**src/rtl/pipeline_pkg.sv**
```systemverilog
// Shared types and constants for the five-stage pipeline control unit.
package pipeline_pkg;

  typedef enum logic [1:0] {
    HOLD     = 2'd0,
    RUN      = 2'd1,
    MEM_WAIT = 2'd2
  } ctrl_state_t;

  localparam logic [4:0] REG_ZERO = 5'd0;

  // Bits needed to hold max_val; never below 2 so a one-hot "1" constant can be built.
  function automatic int unsigned cnt_width(input int unsigned max_val);
    int unsigned w;
    w = 2;
    for (int i = 2; i < 32; i++) begin
      if ((max_val >> i) != 32'd0) begin
        w = i + 1;
      end else begin
        w = w;
      end
    end
    return w;
  endfunction

endpackage

```
**src/rtl/hazard_detect.sv**
```systemverilog
// Load-use hazard comparator: flags an IF/ID instruction that reads the
// destination of the load currently in ID/EX. Register 0 never hazards.
module hazard_detect
  import pipeline_pkg::*;
(
  input  logic [4:0] fd_rs,
  input  logic [4:0] fd_rt,
  input  logic       fd_uses_rt,
  input  logic       de_mem_read,
  input  logic [4:0] de_dst_reg,
  output logic       lu_stall
);

  logic rs_match;
  logic rt_match;

  assign rs_match = (de_dst_reg == fd_rs);
  assign rt_match = fd_uses_rt & (de_dst_reg == fd_rt);
  assign lu_stall = de_mem_read & (de_dst_reg != REG_ZERO) & (rs_match | rt_match);

endmodule

```
**src/rtl/pipeline_ctrl.sv**
```systemverilog
// Pipeline control unit: warm-up hold, load-use stall, MEM-stage redirect and
// data-memory freeze. Optional counters enabled by PIPELINE_CTRL_PERF_EN.
module pipeline_ctrl
  import pipeline_pkg::*;
#(
  parameter int unsigned RESET_HOLD_CYCLES = 2,
  parameter int unsigned MEM_TIMEOUT       = 255
) (
  input  logic        clk,
  input  logic        reset_n,
  input  logic [4:0]  fd_rs,
  input  logic [4:0]  fd_rt,
  input  logic        fd_uses_rt,
  input  logic        de_mem_read,
  input  logic [4:0]  de_dst_reg,
  input  logic        em_redirect,
  input  logic        mem_req,
  input  logic        mem_ack,
  output logic        pc_wren,
  output logic        fd_wren,
  output logic        de_wren,
  output logic        em_wren,
  output logic        mw_wren,
  output logic        fd_flush,
  output logic        de_flush,
  output logic        em_flush,
  output logic        pc_sel_branch,
  output logic        mem_timeout
`ifdef PIPELINE_CTRL_PERF_EN
  ,
  output logic [31:0] stall_cycles,
  output logic [31:0] flush_events
`endif
);

  localparam int unsigned WAIT_W = cnt_width(MEM_TIMEOUT);
  localparam logic [WAIT_W-1:0] WAIT_MAX  = WAIT_W'(MEM_TIMEOUT);
  localparam logic [WAIT_W-1:0] WAIT_ONE  = {{(WAIT_W-1){1'b0}}, 1'b1};
  localparam logic [WAIT_W-1:0] WAIT_ZERO = {WAIT_W{1'b0}};
  localparam logic [3:0]        HOLD_LAST = 4'(RESET_HOLD_CYCLES - 1);

  ctrl_state_t       state;
  ctrl_state_t       state_next;
  logic [3:0]        hold_cnt;
  logic [3:0]        hold_cnt_next;
  logic [WAIT_W-1:0] wait_cnt;
  logic [WAIT_W-1:0] wait_cnt_next;
  logic              timeout_flag;
  logic              timeout_next;
  logic              mem_stall;
  logic              lu_stall;

  hazard_detect u_hazard_detect (
    .fd_rs      (fd_rs),
    .fd_rt      (fd_rt),
    .fd_uses_rt (fd_uses_rt),
    .de_mem_read(de_mem_read),
    .de_dst_reg (de_dst_reg),
    .lu_stall   (lu_stall)
  );

  // State, hold/wait counters and the sticky timeout flag.
  always_ff @(posedge clk or negedge reset_n) begin
    if (!reset_n) begin
      state        <= HOLD;
      hold_cnt     <= 4'd0;
      wait_cnt     <= WAIT_ZERO;
      timeout_flag <= 1'b0;
    end else begin
      state        <= state_next;
      hold_cnt     <= hold_cnt_next;
      wait_cnt     <= wait_cnt_next;
      timeout_flag <= timeout_next;
    end
  end

  // Next-state and control outputs; MEM_WAIT with ack behaves exactly like RUN.
  always_comb begin
    state_next    = state;
    hold_cnt_next = hold_cnt;
    wait_cnt_next = wait_cnt;
    mem_stall     = 1'b0;
    pc_wren       = 1'b0;
    fd_wren       = 1'b0;
    de_wren       = 1'b0;
    em_wren       = 1'b0;
    mw_wren       = 1'b0;
    fd_flush      = 1'b0;
    de_flush      = 1'b0;
    em_flush      = 1'b0;
    pc_sel_branch = 1'b0;

    case (state)
      HOLD: begin
        wait_cnt_next = WAIT_ZERO;
        if (hold_cnt == HOLD_LAST) begin
          state_next    = RUN;
          hold_cnt_next = 4'd0;
        end else begin
          hold_cnt_next = hold_cnt + 4'd1;
        end
      end
      RUN, MEM_WAIT: begin
        if (state == MEM_WAIT) begin
          mem_stall = ~mem_ack;
        end else begin
          mem_stall = mem_req & ~mem_ack;
        end

        if (mem_stall) begin
          state_next = MEM_WAIT;
          if (state == RUN) begin
            wait_cnt_next = WAIT_ONE;
          end else if (wait_cnt != WAIT_MAX) begin
            wait_cnt_next = wait_cnt + WAIT_ONE;
          end else begin
            wait_cnt_next = wait_cnt;
          end
        end else begin
          state_next    = RUN;
          wait_cnt_next = WAIT_ZERO;
          pc_wren       = 1'b1;
          fd_wren       = 1'b1;
          de_wren       = 1'b1;
          em_wren       = 1'b1;
          mw_wren       = 1'b1;
          // A redirect flushes the hazarding instructions, so it masks load-use.
          if (em_redirect) begin
            pc_sel_branch = 1'b1;
            fd_flush      = 1'b1;
            de_flush      = 1'b1;
            em_flush      = 1'b1;
          end else if (lu_stall) begin
            pc_wren  = 1'b0;
            fd_wren  = 1'b0;
            de_flush = 1'b1;
          end else begin
            pc_sel_branch = 1'b0;
          end
        end
      end
      default: begin
        state_next    = HOLD;
        hold_cnt_next = 4'd0;
        wait_cnt_next = WAIT_ZERO;
      end
    endcase

    timeout_next = timeout_flag | (wait_cnt_next == WAIT_MAX);
  end

  assign mem_timeout = timeout_flag;

`ifdef PIPELINE_CTRL_PERF_EN
  // Performance counters; free-running, wrap modulo 2^32.
  always_ff @(posedge clk or negedge reset_n) begin
    if (!reset_n) begin
      stall_cycles <= 32'd0;
      flush_events <= 32'd0;
    end else begin
      if ((state != HOLD) && !pc_wren) begin
        stall_cycles <= stall_cycles + 32'd1;
      end else begin
        stall_cycles <= stall_cycles;
      end
      if (pc_sel_branch) begin
        flush_events <= flush_events + 32'd1;
      end else begin
        flush_events <= flush_events;
      end
    end
  end
`endif

endmodule

```
**config.mk**
```make
export PLATFORM = sky130hd
export DESIGN_NAME = pipeline_ctrl
export DESIGN_NICKNAME = d
export VERILOG_FILES = /design/src/rtl/pipeline_pkg.sv /design/src/rtl/hazard_detect.sv /design/src/rtl/pipeline_ctrl.sv
export SDC_FILE = /design/constraint.sdc
export NUM_CORES = 1
export LEC_CHECK = 0
export BUFFER_PORTS_ARGS = -buffer_cell sky130_fd_sc_hd__buf_2
export CAP_MARGIN = 15
export CELL_PAD_IN_SITES_DETAIL_PLACEMENT = 1
export CELL_PAD_IN_SITES_GLOBAL_PLACEMENT = 1
export CORE_ASPECT_RATIO = 0.5
export CORE_MARGIN = 4
export CORE_UTILIZATION = 25
export CTS_CLUSTER_DIAMETER = 120
export CTS_CLUSTER_SIZE = 40
export DETAILED_ROUTE_END_ITERATION = 10
export PLACE_DENSITY = 0.64
export SYNTH_ARGS = -nofsm -noshare
export SYNTH_HDL_FRONTEND = slang
export SYNTH_SLANG_ARGS = --single-unit
```
**constraint.sdc**
```tcl
create_clock -name clk -period 3.4 [get_ports clk]
set_input_delay 0.34 -clock clk [delete_from_list [all_inputs] [get_ports clk]]
set_output_delay 0.34 -clock clk [all_outputs]
set_load 0.03 [all_outputs]
```
=== Word-level counts from Yosys, hierarchy flattened ===
Cells that the tools add are included.

* Logic and storage cells: 48
* Output and inout port bits: 10
* Input bits: 22
* Flip-flop bits (word level): 15

* Multiplexer cells: 24
* $add $sub $neg: 2
* Reduce and logical (&&, ||, !) cells: 3
* Equal/unequal tests: 8
* Bitwise logic cells: 7

{| class="wikitable"
|+ Operators with widths
! operator !! number
|-
| $mux W8 || 4
|-
| $mux W1 || 15
|-
| $eq A5 B5 Y1 || 2
|-
| $add A8 B1 Y8 const B || 1
|-
| $eq A8 B8 Y1 const B || 1
|-
| $ne A8 B8 Y1 const B || 1
|-
| $pmux W4 S2 || 1
|-
| $reduce_bool A5 Y1 || 1
|-
| $add A4 B1 Y4 const B || 1
|-
| $and A1 B1 Y1 || 4
|-
| $eq A4 B1 Y1 const B || 1
|-
| $mux W2 || 2
|-
| $mux W4 || 1
|-
| $pmux W2 S2 || 1
|-
| $eq A2 B1 Y1 const B || 1
|-
| $eq A2 B2 Y1 const B || 1
|-
| $logic_not A2 Y1 || 1
|-
| $ne A2 B2 Y1 const B || 1
|-
| $or A1 B1 Y1 || 2
|-
| $reduce_or A2 Y1 || 1
|-
| $not A1 Y1 || 1
|}

=== Logic depth before layout (Yosys ltp) ===
Gate-level depths: netlist (run 1).

* Depth after elaboration: 8
* Mapped depth: 8
* Mapped depth without buffers: 7

=== Hierarchy ===
Synthesis (run 1) repeated with hierarchy kept, for this count alone.

* Cell total of the unflattened synthesis: 126
* Area total of the unflattened synthesis: 1136.1 um^2

{| class="wikitable"
|+ By module, submodules not included
! module !! times used !! sequential area each (um^2) !! cells an instance !! area an instance (um^2)
|-
| pipeline_ctrl || 1 || 375.4 || 109 || 1003.5
|-
| hazard_detect || 1 || 0.0 || 17 || 132.6
|}

=== Least setup slack after synthesis (run 1) ===
OpenSTA, ideal clock, no wires.

* Kind: reg-to-output
* Start: register state[0]
* End: output pc_wren
* Data required time: 3.060 ns
* Setup slack: 0.733 ns
* Data arrival time: 2.327 ns
* Buffers on the path: 2
* Cell stages (with the launch flop): 7
* Path through: dfrtp_1 > inv_1 > ha_1 > buf_6 > o21a_1 > a21boi_0 > buf_4

* Cells in the longest elaborated chain, start to end: 5
* Elaborated cells on any way between the ends: 7
* Classes of those cells: eq/ne: 2; mux: 4; reduce/logical: 1

{| class="wikitable"
|+ Ends and longest elaborated chain
! element !! line !! RTL
|-
| start: declaration || pipeline_ctrl.sv:42 || <nowiki>ctrl_state_t state;</nowiki>
|-
| start signal: assignment || pipeline_ctrl.sv:70 || <nowiki>state <= state_next;</nowiki>
|-
| $eq A2 B2 Y1 || n/a ||
|-
| $mux W1 || pipeline_ctrl.sv:104 || <nowiki>if (state == MEM_WAIT) begin</nowiki>
|-
| $mux W1 || pipeline_ctrl.sv:93 || <nowiki>case (state)</nowiki>
|-
| $mux W1 || n/a ||
|-
| $mux W1 (*) || n/a ||
|-
| end: declaration || pipeline_ctrl.sv:19 || <nowiki>output logic pc_wren,</nowiki>
|}

Every way passes the cells marked *; elsewhere a longest branch is shown, timed or not. The select of a mux whose other input is x is not followed.

=== Worst setup path after layout (run 1) ===
* Start: register state[1]
* End: output fd_wren

* Cells in the longest elaborated chain, start to end: 5
* Elaborated cells on any way between the ends: 7
* Classes of those cells: eq/ne: 2; mux: 4; reduce/logical: 1

{| class="wikitable"
|+ Ends and longest elaborated chain
! element !! line !! RTL
|-
| $eq A2 B2 Y1 || pipeline_ctrl.sv:93, pipeline_ctrl.sv:104 ||
|-
| $mux W1 || pipeline_ctrl.sv:104 ||
|-
| $mux W1 || pipeline_ctrl.sv:93 ||
|-
| $mux W1 || pipeline_ctrl.sv:110 || <nowiki>if (mem_stall) begin</nowiki>
|-
| $mux W1 (*) || pipeline_ctrl.sv:93 ||
|-
| end: declaration || pipeline_ctrl.sv:20 || <nowiki>output logic fd_wren,</nowiki>
|}

Marks and branches as above.

==> flow_summary.yaml, run 1 <==
clock_tree:
  ctsLongestPathBuffers: 2
  ctsHoldBuffers: 0
  worstSkewPairLatency_ns: 0.25
  cts_made_buffers: 3
  post-cts-setup-buffers: 0
  clkSinkCount: 15
  clk_pin_slew_worst_paths_ns: 0.06
  root_buffer: "clkbuf_8"
  post_cts.resized_instances: 0
  cts_tree: "done"
  htreeDepth: 1
logic_synthesis:
  yosysWarningCount: 0
  cell_type_with_the_highest_aggregate_area_in_the_netlist: "dfrtp_1"
  yosys.cell_types.count: 43
  synthMuxAreaShare: 0.02706
  synth.ff_latch_count: 15
  synth_compound_area_frac: 0.1432
  simple_logic_cell_fraction_of_the_synthesized_area: 0.2255
  syn-cell-area_um2: 1110
  synth.avg_cell_area_um2: 9.405
  synth_edf_count: 0
  mappedNetlistNets: 147
  synth_top_family_by_area: "simple AND/OR/NAND/NOR gates"
  ys.flop_type: "dfrtp_1"
  synthDominantCellAreaShare: 0.3382
  synth_sequential_area_ratio: 0.3382
  syn-instance-count: 118
  yosys.area_share.adder: 0.07892
  ys_top_cells_by_area: "dfrtp_1, ha_1, xor2_1"
  async_flop_share: 1.000
  synthXorXnorAreaFrac: 0.1026
floorplanning:
  design.die.area_um2: 5634
  initial_core_util: 0.2718
  die_width_um: 102.2
  io_pins: 32
  num_rows: 16
  design.core.area_um2: 4084
  die_h_um: 55.12
pwr:
  power_leakage_nw: 0.6358
  vdd_drop_max_v: 0.0002024
  pwr_density_nw_per_um2: 588.1
routing:
  antenna_left: 0
  finalWirelength_um: 2362
  dr.first_iter.drc_count: 18
  drt-wirelength-per-cell_um: 11.93
  avgViaCountPerCell: 4.692
  drc: 0
  drt_pass1_iterations: 4
  total_via_count_after_detailed_routing: 929
min_path:
  timing.hold.worst.class: "in2async"
timing:
  layout_worst_path_cycle_share: 0.6556
  final-max-slew-violation-count: 0
  final_hold_violations: 15
  relSlewSlack: 0.7498
  timing.hold.ws_ns: -0.008728
  fin_crit_ns: 2.229
  finalSetupViolations: 0
  clock_skew_ns: 0.003733
  worst_slew_pin_slew_ns: 0.3736
  grt_setup_unrepaired: "false"
  finalSetupTns_ns: 0
  clock.fmax_mhz: 448.7
global_route:
  initial_antenna_violation_count: 0
  vias_in_the_first_global_route: 962
  most_congested_layer_reported_by_global_routing: "met2"
  grt_pass1_wl_um: 4257
  grt.met2_usage: 0.1817
  gr-usage-met1: 0.1117
  globalRouteOverflowTotal: 0
  maximum_number_of_pins_on_one_net_before_global_route_repair: 16
  globalRouteTotalUtil: 0.09790
  grt_util_met3: 0.03129
outcome:
  violations: "negative hold slack"
  run_status: "finished, violations left"
critical_path:
  startpoint_type: "register"
  endpoint_type_of_the_worst_setup_path: "output port"
  worst_ep_required_time_ns: 3.06
  timing.setup.critical_path_class: "reg2out"
  crit_path_max_fanout: 10
  arrival_ns: 1.89
finish:
  drive_gt1_frac: 0.2847
  design_area_um2: 1306
  fillCellCount: 506
  sequential_cell_area_um2: 375.4
  multi_input_comb_area_um2: 640.6
  antenna_cells_inserted: 0
  layout-area-overhead-vs-synth_pct: 17.70
  nets_finish: 174
placed_design:
  post-dp-hpwl_um: 1959
  io_buffers: 31
  place_congestion: 0.7586
  placement_cell_area_um2: 1261
run:
  timing.max_cap.violations: 0
==> worst paths after layout <==
path	startpoint	end	slack [ns]	cells after the start
max	state[1]$_DFFE_PN0P_	fd_wren	1.17	5
min	reset_n	wait_cnt[6]$_DFF_PN0_	-0.009	1
max reg2reg	state[1]$_DFFE_PN0P_	mem_timeout$_DFF_PN0_	1.18	6
min reg2reg	mem_timeout$_DFF_PN0_	mem_timeout$_DFF_PN0_	0.49	1
max in group asynchronous	reset_n	state[0]$_DFFE_PN0P_	3.15	1
min in group clk	mem_ack	wait_cnt[0]$_DFF_PN0_	0.38	3
==> cells in the mapped netlist (2+ instances only) <==
library cell  instances
dfrtp_1              15
nor2_1               10
xor2_1               10
ha_1                  7
nand2_1               7
buf_4                 6
inv_1                 6
a21oi_1               4
nand3_1               4
o21ai_0               4
mux2i_1               3
nor3_1                3
o21a_1                3
xnor2_1               3
a211oi_1              2
and2_1                2
buf_6                 2
or3_1                 2
==> critical path: stages, from the launching register on <==
cell and delay, ns:
dfrtp_1 0.37, inv_1 0.08, ha_1 0.44, o21a_1 0.27, a21boi_0 0.24, buf_2 0.24
==> power by group <==
group	internal (mW)	switching, mW
clock network	0.0830	0.0611
registers	0.205	0.0307
logic	0.133	0.255
total	0.421	0.347
==> layout make-up <==
type	count	share of cell area
multi-input combinational	88	0.4904
sequential	15	0.2874
timing repair buffer	31	0.1188
tap	54	0.05172
clock buffer	4	0.03448
inverter	6	0.01724
==> layout by cell type, fill, tap and decap left out, types with 2 or more instances in the layout <==
cell / n
a211oi_1: 2
a21oi_1: 4
and2_1: 2
buf_2: 31
clkbuf_8: 3
dfrtp_1: 15
ha_1: 7
inv_1: 6
mux2i_1: 3
nand2_1: 7
nand3_1: 4
nor2_1: 10
nor3_1: 3
o21a_1: 3
o21ai_0: 4
or3_1: 2
xnor2_1: 3
xor2_1: 10
==> through the flow <==
| step | utilization | total power, mW | std cells | setup slack (ns) |
|---|---|---|---|---|
| after global placement | 0.3088 | 0.6234 | 194 | 1.252 |
| after global routing | 0.3199 | 0.8439 | 198 | 0.9423 |
| final | 0.3199 | 0.7682 | 198 | 1.171 |
| after detailed placement | 0.3088 | 0.6352 | 194 | 1.169 |
| after floorplan | - | 0.5753 | 118 | 0.7329 |
| after CTS | 0.3199 | 0.7877 | 198 | 1.130 |
==> per-layer routing <==
metal | vias to the layer above | wire length [um]
li1 | 460 | -
met1 | 451 | 1019
met3 | 3 | 100
met4 | 0 | 12
met2 | 15 | 1230
met5 | - | 0
==> cells by family after synthesis <==
group                      count (synthesis)
and+or+nand+nor                           42
AOI/OAI and AO/OA                         23
buffers and inverters                     15
DFF                                       15
xor gates and xnor gates                  13
adders and majority gates                  7
muxes                                      3
==> sequential cells by signal, summed over array words and instances (netlist names) <==
signal / cells
mem_timeout: 1
state: 2
hold_cnt: 4
wait_cnt: 8
No activity file was read; power rests on OpenSTA's default activity.
==> run 2: changes to the inputs <==
--- a/config.mk
+++ b/config.mk
@@ -5,6 +5,7 @@
 export SDC_FILE = /design/constraint.sdc
 export NUM_CORES = 1
 export LEC_CHECK = 0
+export ABC_AREA = 1
 export BUFFER_PORTS_ARGS = -buffer_cell sky130_fd_sc_hd__buf_2
 export CAP_MARGIN = 15
 export CELL_PAD_IN_SITES_DETAIL_PLACEMENT = 1
@@ -15,7 +16,7 @@
 export CTS_CLUSTER_DIAMETER = 120
 export CTS_CLUSTER_SIZE = 40
 export DETAILED_ROUTE_END_ITERATION = 10
-export PLACE_DENSITY = 0.64
+export PLACE_DENSITY = 0.68
 export SYNTH_ARGS = -nofsm -noshare
 export SYNTH_HDL_FRONTEND = slang
 export SYNTH_SLANG_ARGS = --single-unit
==> constraint.sdc (replaced) <==
create_clock -name clk -period 1.8 [get_ports clk]
set_input_delay 0.18 -clock clk [delete_from_list [all_inputs] [get_ports clk]]
set_output_delay 0.18 -clock clk [all_outputs]
set_load 0.03 [all_outputs]
==> flow_summary.yaml, run 2 <==
placed_design:
  place_congestion: 0.7547
  placement_cell_area_um2: 1429
  placed_cell_count: 262
  io_buffers: 31
  post-dp-hpwl_um: 2444
routing:
  avgViaCountPerCell: 4.345
  finalWirelength_um: 3185
  dr.first_iter.drc_count: 14
  antenna_left: 0
  drt_pass1_iterations: 4
  drc: 0
  total_via_count_after_detailed_routing: 1195
  drt-wirelength-per-cell_um: 11.58
critical_path:
  timing.reg2reg.setup_slack_ns: 0.17
  timing.setup.critical_path_class: "reg2out"
  crit_path_max_fanout: 5
  worst_ep_required_time_ns: 1.62
  maximum_cell_stage_delay_along_the_critical_path_ns: 0.36
  timing.critical_path.cells: "inv_2 -> ha_2 -> nor2_4 -> nor2_4 -> nor2_4 -> buf_4 -> buf_4"
  startpoint_type: "register"
  endpoint_type_of_the_worst_setup_path: "output port"
  critPathMostFrequentCell: "nor2_4"
  arrival_ns: 1.57
  regToRegStartpoint: "state[1]$_DFFE_PN0P_"
  critical-path-slowest-cell: "dfrtp_1"
  worstSetupStartpoint: "state[0]$_DFFE_PN0P_"
finish:
  nets_finish: 239
  final_util: 0.3610
  layout-area-overhead-vs-synth_pct: 35.80
  drive_gt1_frac: 0.3397
  largest_register: "wait_cnt"
  fillCellCount: 581
  leading_cell_type_in_the_layout_fill_and_taps_excluded: "inv_1"
  antenna_cells_inserted: 0
  layoutNonFillerInstCount: 275
  biggestRegsByFlops: "wait_cnt: 8 flops, hold_cnt: 4 flops, state: 2 flops"
  largest_register_ffs: 8
  layout_common_cells: "inv_1, nand2_1, buf_2"
  design_area_um2: 1628
timing:
  grt_setup_unrepaired: "true"
  final_hold_violations: 0
  finalSetupTns_ns: 0
  fin_crit_ns: 1.748
  final-max-slew-violation-count: 0
  clock.fmax_mhz: 572.1
  worst_slew_pin_slew_ns: 0.3648
  relSlewSlack: 0.7568
  clock_skew_ns: 0.008709
  layout_worst_path_cycle_share: 0.9711
  finalSetupViolations: 0
logic_synthesis:
  syn-cell-area_um2: 1199
  async_flop_share: 1.000
  ys_top_cells_by_area: "dfrtp_1, inv_1, nand2_1"
  yosys.cell_types.count: 25
  ys.flop_type: "dfrtp_1"
  synth.avg_cell_area_um2: 7.051
  cell_type_with_the_highest_aggregate_area_in_the_netlist: "dfrtp_1"
  yosys.cell_count.top_type: "inv_1"
  synth_sequential_area_ratio: 0.3132
  synth.ff_latch_count: 15
  syn-instance-count: 170
  synth_top_cells_by_count: "inv_1, nand2_1, nor2_1"
  synth_edf_count: 0
  mappedNetlistNets: 199
  synthDominantCellAreaShare: 0.3132
  yosysWarningCount: 0
pwr:
  total_power_mw: 1.908
  vdd_drop_max_v: 0.0009007
  pwr_density_nw_per_um2: 1172
  power_leakage_nw: 0.9164
global_route:
  maximum_number_of_pins_on_one_net_before_global_route_repair: 16
  initial_antenna_violation_count: 0
  globalRouteTotalUtil: 0.1085
  globalRouteOverflowTotal: 0
  grt_pass1_wl_um: 5423
  vias_in_the_first_global_route: 1254
floorplanning:
  die_h_um: 56.96
  initial_core_util: 0.2658
  design.core.area_um2: 4509
  die_width_um: 105.9
  design.die.area_um2: 6033
  num_rows: 17
  io_pins: 32
clock_tree:
  root_buffer: "clkbuf_8"
  cts_made_buffers: 3
  ctsLongestPathBuffers: 2
  clkSinkCount: 15
  htreeDepth: 1
  clk_pin_slew_worst_paths_ns: 0.07
  worstSkewPairLatency_ns: 0.25
  cts_tree: "done"
run:
  timing.max_cap.violations: 0
min_path:
  hp_start: "mem_ack"
  timing.hold.worst.class: "in2reg"
outcome:
  run_status: "finished clean"
-- run 2: changes by cell type after synthesis, moves of 4 or more --
cell and change:
xor2_1 -4, nor2_1 +11, nand3_1 +15, inv_1 +27, nand2_1 +22
-- run 2: cell type report --
type | count | area [um^2] | share of cell area
flip-flops and latches | 15 | 375.4 | 0.2306
well taps | 66 | 82.58 | 0.05073
multi-input cells | 115 | 715.7 | 0.4397
inverters | 34 | 130.1 | 0.07994
clock inverters | 1 | 5.005 | 0.003075
repair buffers | 41 | 277.8 | 0.1706
clock buffers | 3 | 41.29 | 0.02537
-- run 2: layer usage --
metal | vias to the layer above | track usage | part of all wire
met4 | 0 | 0.02583 | 0.0072
li1 | 599 | - | -
met5 | - | 0 | 0
met3 | 4 | 0.02938 | 0.052
met1 | 564 | 0.1342 | 0.44
met2 | 28 | 0.1911 | 0.50
-- run 2: cells by family (layout without fill, tap and decap cells) --
family	after synthesis	after routing	share of synthesized area
simple gates	87	87	0.3539
buf+inv	40	79	0.1420
flops	15	15	0.3132
compound gates	13	13	0.05950
xor+xnor	8	8	0.05846
fa+ha+maj	7	7	0.07307
-- run 2: critical path: cells and delay by family (launching register included) --
kind	cells	cell delay, ns
adders and majority gates	1	0.21
and+or+nand+nor	3	0.36
DFF	1	0.36
buffers and inverters	3	0.38
-- run 2: worst paths after layout --
| kind | depth (start not counted) | endpoint |
|---|---|---|
| setup / recovery | 7 | mw_wren |
| hold / removal | 4 | wait_cnt[2]$_DFF_PN0_ |
| setup reg to reg | 10 | mem_timeout$_DFF_PN0_ |
| hold reg to reg | 2 | mem_timeout$_DFF_PN0_ |
| max in group asynchronous | 2 | state[1]$_DFFE_PN0P_ |
| min in group asynchronous | 2 | wait_cnt[6]$_DFF_PN0_ |
-- run 2: where the power goes --
part	leakage (nW)	switching [mW]	total [mW]	internal (mW)
clock network	0.0255	0.128	0.282	0.153
logic	0.692	0.679	1.18	0.506
registers	0.199	0.0515	0.442	0.390
-- run 2: timing repair --
item	CTS	global route
hold endpoints to repair	15	0
setup buffers	4	4
pin swaps	2	4
gates cloned	0	0
hold buffers	1	0
resized for setup	14	12
setup endpoints to repair	9	9
-- run 2: through the flow --
stage	hold WS, ns	setup WS [ns]
2_1_floorplan	-0.1156	0.001115
3_3_place_gp	0.1114	0.1749
3_5_place_dp	0.1145	0.1324
4_1_cts	0.2549	0.01025
5_1_grt	0.2854	-0.02695
6_report	0.2664	0.05209
